[config.mk]
export PLATFORM = sky130hd
export DESIGN_NAME = fetch_unit
export DESIGN_NICKNAME = d
export VERILOG_FILES = /design/src/rtl/fetch_unit.sv
export SDC_FILE = /design/constraint.sdc
export NUM_CORES = 1
export LEC_CHECK = 0
export BUFFER_PORTS_ARGS = -buffer_cell sky130_fd_sc_hd__buf_4
export CORE_UTILIZATION = 35
export CTS_CLUSTER_SIZE = 40
export DETAILED_ROUTE_END_ITERATION = 16
export PLACE_DENSITY = 0.53
export SETUP_SLACK_MARGIN = 0.5
export SYNTH_ARGS = -nofsm -noshare
export SYNTH_HDL_FRONTEND = slang
export SYNTH_SLANG_ARGS = --single-unit
[constraint.sdc]
create_clock -name clk -period 9.3 [get_ports clk]
set_clock_uncertainty 0.15 [all_clocks]
set_input_delay 1.395 -clock clk [delete_from_list [all_inputs] [get_ports clk]]
set_output_delay 1.395 -clock clk [all_outputs]
set_load 0.005 [all_outputs]
[src/rtl/fetch_unit.sv]
// fetch_unit: instruction fetch front end.
// Owns the PC, drives the word-indexed instruction memory address, and queues the
// returned {pc, inst} pairs for decode through a valid/ready handshake. A redirect
// flushes the queue and reloads the PC; halt stops new fetches while the queue drains.
//
// Ports:
//   clk, rst_n                 clock, synchronous active-low reset
//   imem_addr / imem_inst      word index out, instruction word back (same cycle)
//   halt                       suppress new fetches
//   redirect_valid/_pc         flush queue and load a new PC
//   out_valid/ready/inst/pc    queue head toward decode (registered outputs)
module fetch_unit #(
    parameter logic [31:0] RESET_PC = 32'h0000_0000,
    parameter int unsigned QDEPTH   = 2
) (
    input  logic        clk,
    input  logic        rst_n,
    output logic [31:0] imem_addr,
    input  logic [31:0] imem_inst,
    input  logic        halt,
    input  logic        redirect_valid,
    input  logic [31:0] redirect_pc,
    output logic        out_valid,
    input  logic        out_ready,
    output logic [31:0] out_inst,
    output logic [31:0] out_pc
);

    localparam int unsigned PtrW = (QDEPTH > 1) ? $clog2(QDEPTH) : 1;
    localparam int unsigned CntW = $clog2(QDEPTH) + 1;

    logic [31:0]     pc_q, pc_d;
    logic [PtrW-1:0] rd_ptr_q, rd_ptr_d;
    logic [PtrW-1:0] wr_ptr_q, wr_ptr_d;
    logic [CntW-1:0] count_q, count_d;
    logic [31:0]     q_pc_q   [QDEPTH];
    logic [31:0]     q_inst_q [QDEPTH];

    logic push;
    logic pop;

    // Low PC bits are always zero and the redirect target's low bits are dropped.
    logic unused_bits;
    assign unused_bits = ^{redirect_pc[1:0], pc_q[1:0]};

    assign imem_addr = {2'b00, pc_q[31:2]};

    assign out_valid = (count_q != '0);
    assign out_inst  = out_valid ? q_inst_q[rd_ptr_q] : 32'h0;
    assign out_pc    = out_valid ? q_pc_q[rd_ptr_q]   : 32'h0;

    assign pop  = out_valid & out_ready;
    // A full queue can still accept a push when the head leaves this cycle.
    assign push = ~redirect_valid & ~halt & ((count_q < CntW'(QDEPTH)) | pop);

    always_comb begin
        pc_d     = pc_q;
        rd_ptr_d = rd_ptr_q;
        wr_ptr_d = wr_ptr_q;
        count_d  = count_q;
        if (redirect_valid) begin
            pc_d     = {redirect_pc[31:2], 2'b00};
            rd_ptr_d = '0;
            wr_ptr_d = '0;
            count_d  = '0;
        end else begin
            // Pointers wrap naturally since QDEPTH is a power of two.
            if (pop) begin
                rd_ptr_d = rd_ptr_q + PtrW'(1);
            end
            if (push) begin
                wr_ptr_d = wr_ptr_q + PtrW'(1);
                pc_d     = pc_q + 32'd4;
            end
            count_d = count_q + CntW'(push) - CntW'(pop);
        end
    end

    always_ff @(posedge clk) begin
        if (!rst_n) begin
            pc_q     <= RESET_PC;
            rd_ptr_q <= '0;
            wr_ptr_q <= '0;
            count_q  <= '0;
        end else begin
            pc_q     <= pc_d;
            rd_ptr_q <= rd_ptr_d;
            wr_ptr_q <= wr_ptr_d;
            count_q  <= count_d;
        end
    end

    // Entry storage needs no reset: the count gates visibility.
    always_ff @(posedge clk) begin
        if (push) begin
            q_pc_q[wr_ptr_q]   <= pc_q;
            q_inst_q[wr_ptr_q] <= imem_inst;
        end
    end

endmodule

==> flow_summary.toml <==
[floorplan]
start_util_pct = 35.70
dieArea_um2 = 19640
die_w_um = 140.1
rows = 50
io_pins = 166
core-area_um2 = 18710
fp.dieH_um = 140.1

[pwr]
powerDensity_nw_per_um2 = 187.0
pwr-share-clk_pct = 42.3
pwr-share-comb_pct = 7.2
p_sw_uw = 354.9
pwr-share-seq_pct = 50.5
ir_worst_vdd_mv = 0.1338
p_leak_nw = 3.205
switching_share_pct = 21.91
p_int_mw = 1.265

[routing]
num_vias = 4487
route.met2.wl_um = 7533
wl_per_cell_um = 16.95
top_layer_used = "met4"
met1_length_um = 6950
via_per_inst = 4.947
drc = 0
wl_met3_um = 737
drt-total-wl_um = 15380
dr.pass1.iters = 4
first_iter_violations = 205
route.antenna.remaining_nets = 0

[final_layout]
finish.instance_area_um2 = 8663
drive_gt1_share_pct = 31.20
area.growth.synth_to_final_pct = 29.74
finish.utilization_pct = 46.31
nets = 731
fillers = 1756
num_antenna_cells = 0

[setup_path]
worstPathMaxFanout = 62
ff2ff_path_depth = 3
cp-start-kind = "flip-flop"
worstPathArrival_ns = 2.09
worstReg2RegEnd = "q_inst_q[1][29]$_DFFE_PP_"
reg2reg_slack_ns = 6.97
worst_ep_required_time_ns = 7.76
reg2reg_from = "count_q[1]$_SDFF_PP0_"
critPathKind = "reg2out"
end_kind = "output port"

[timing]
relSlewSlack_pct = 25.01
hold_viol_final = 0
fmax_mhz = 275.0
tns_ns = 0
tightest_slew_ns = 1.125
setup_ws_ns = 5.664
rsz0062_at_grt = "no"
hold_ws_ns = 0.3629
min_period_ns = 3.636
drv_slew = 0
setup_viol = 0
finalCritPeriodShare_pct = 39.10

[cts]
cts_tree = "yes"
h-tree-depth = 4
clockRootBuffer = "clkbuf_16"
clk_latency_ns = 0.42
cts_buffers = 17
hold_buffers = 0
cts-resized-gates = 0
postCtsSetupBuffers = 0
clk_pin_slew_ns = 0.06
cts_sinks = 159
clock_path_buffers = 2

[grt]
antenna_found_initial = 0
grt_first_pass_wirelength_um = 24210
grt_pass1_vias = 4523
grt-ovfl-total = 0
grt_max_degree = 64
grt_usage_pct = 16.34

[min_path]
hold_depth = 2
whs_endpoint = "rd_ptr_q$_SDFFE_PP0P_"
hp-start = "rd_ptr_q$_SDFFE_PP0P_"
hp-class = "reg2reg"

[placement]
place.port_buffers = 159
dp_hpwl_um = 9880
globalplace.congestion = 0.7510
dpl_cell_area_um2 = 8071
dp_slack_ns = 5.866

[logic_synthesis]
synthCells = 507
postSynthAreaPerCell_um2 = 13.17
ys_top_cells_by_area = "edfxtp_1, dfxtp_1, mux2i_1"
syn_area_um2 = 6678
synth_edf_count = 124
yosysUniqueCellTypes = 46
ys_ff_latch = 159
synth_commonest_cells = "edfxtp_1, nor2_1, mux2i_1, dfxtp_1, xor2_1"
synth.most_common_cell = "edfxtp_1"
seq_area_frac_synth_pct = 66.25
synth_top_area_cell = "edfxtp_1"
synth_warnings = 0
synth_ff_type = "edfxtp_1"
synthArstFlopShare_pct = 0
synth_top_area_share_pct = 55.76

[run_status]
status = "finished clean"

[job]
maxCapViolations = 0
## power by group through the flow
stage          clock [mW]  sequential (mW)  combinational, mW
6_report            0.685            0.818              0.116
4_1_cts             0.705            0.819              0.118
5_1_grt             0.732            0.822              0.128
3_5_place_dp            0            0.834              0.118
2_1_floorplan           0            0.828             0.0545
3_3_place_gp            0            0.833              0.116
## registers in the layout, indices dropped and copies added, names as in the netlist, named ones only
signal	flops
count_q	2
q_pc_q	60
wr_ptr_q	1
q_inst_q	64
pc_q	30
rd_ptr_q	1
## area by class of cell
type | instances | area (um2) | area share, %
Clock buffer | 20 | 456.7 | 5.272
Sequential cell | 159 | 4428 | 51.11
Multi-Input combinational cell | 315 | 2112 | 24.38
Inverter | 4 | 15.01 | 0.1733
Tap cell | 234 | 292.8 | 3.380
Timing Repair Buffer | 163 | 1224 | 14.12
Clock inverter | 12 | 135.1 | 1.560
## worst max-delay path, cell delays in order (launching register included)
cell,delay (ns)
dfxtp_4,1.06
mux2i_1,0.31
nor2_1,0.07
buf_4,0.16
## cell families after synthesis
logic type | count (synthesis) | share of synthesized area [%]
fa+ha+maj | 2 | 0.3747
compound gates | 52 | 4.422
simple gates | 162 | 12.61
other cells | 1 | 0.05616
mux | 65 | 9.818
buf+inv | 36 | 2.530
flops | 159 | 66.25
xor+xnor | 30 | 3.935
## layout by cell type, fill, tap and decap left out, types with 4 or more instances in the layout
cell        count
buf_4         163
conb_1          4
clkbuf_16      17
and3_1         12
nor2_1         73
dfxtp_1        34
o22ai_1         8
a31oi_1         4
nand4_1        18
o21ai_0        14
and2_1          6
edfxtp_1      124
clkinvlp_4      4
nand2_1        18
nand3_1        10
a21oi_1        18
xnor2_1         7
inv_1           4
xor2_1         23
mux2i_1        64
## worst max path at each step
stage                   startpoint                   endpoint  slack (ns)  cells after the start
finish                   flip-flop               out_inst[28]        5.66                      3
global route             flip-flop                 out_pc[18]        5.50                      3
CTS                      flip-flop               out_inst[28]        5.62                      3
detailed placement       out_ready  q_inst_q[1][20]$_DFFE_PP_        5.87                      4
global placement         out_ready  q_inst_q[1][27]$_DFFE_PP_        5.90                      4
floorplan           redirect_valid   q_inst_q[0][0]$_DFFE_PP_        0.83                      3
## routing by layer
metal	GRT usage (%)	vias up
li1	-	2159
met1	20.46	2198
met2	27.29	121
met3	4.205	9
met4	5.842	0
met5	0	-
## stage by stage
| step | power (mW) | instances |
|---|---|---|
| after CTS | 1.642 | 907 |
| after floorplan | 0.8822 | 510 |
| final | 1.620 | 907 |
| after global routing | 1.682 | 907 |
| after detailed placement | 0.9518 | 875 |
| after global placement | 0.9485 | 875 |
Power figures use the tool's default switching activity.
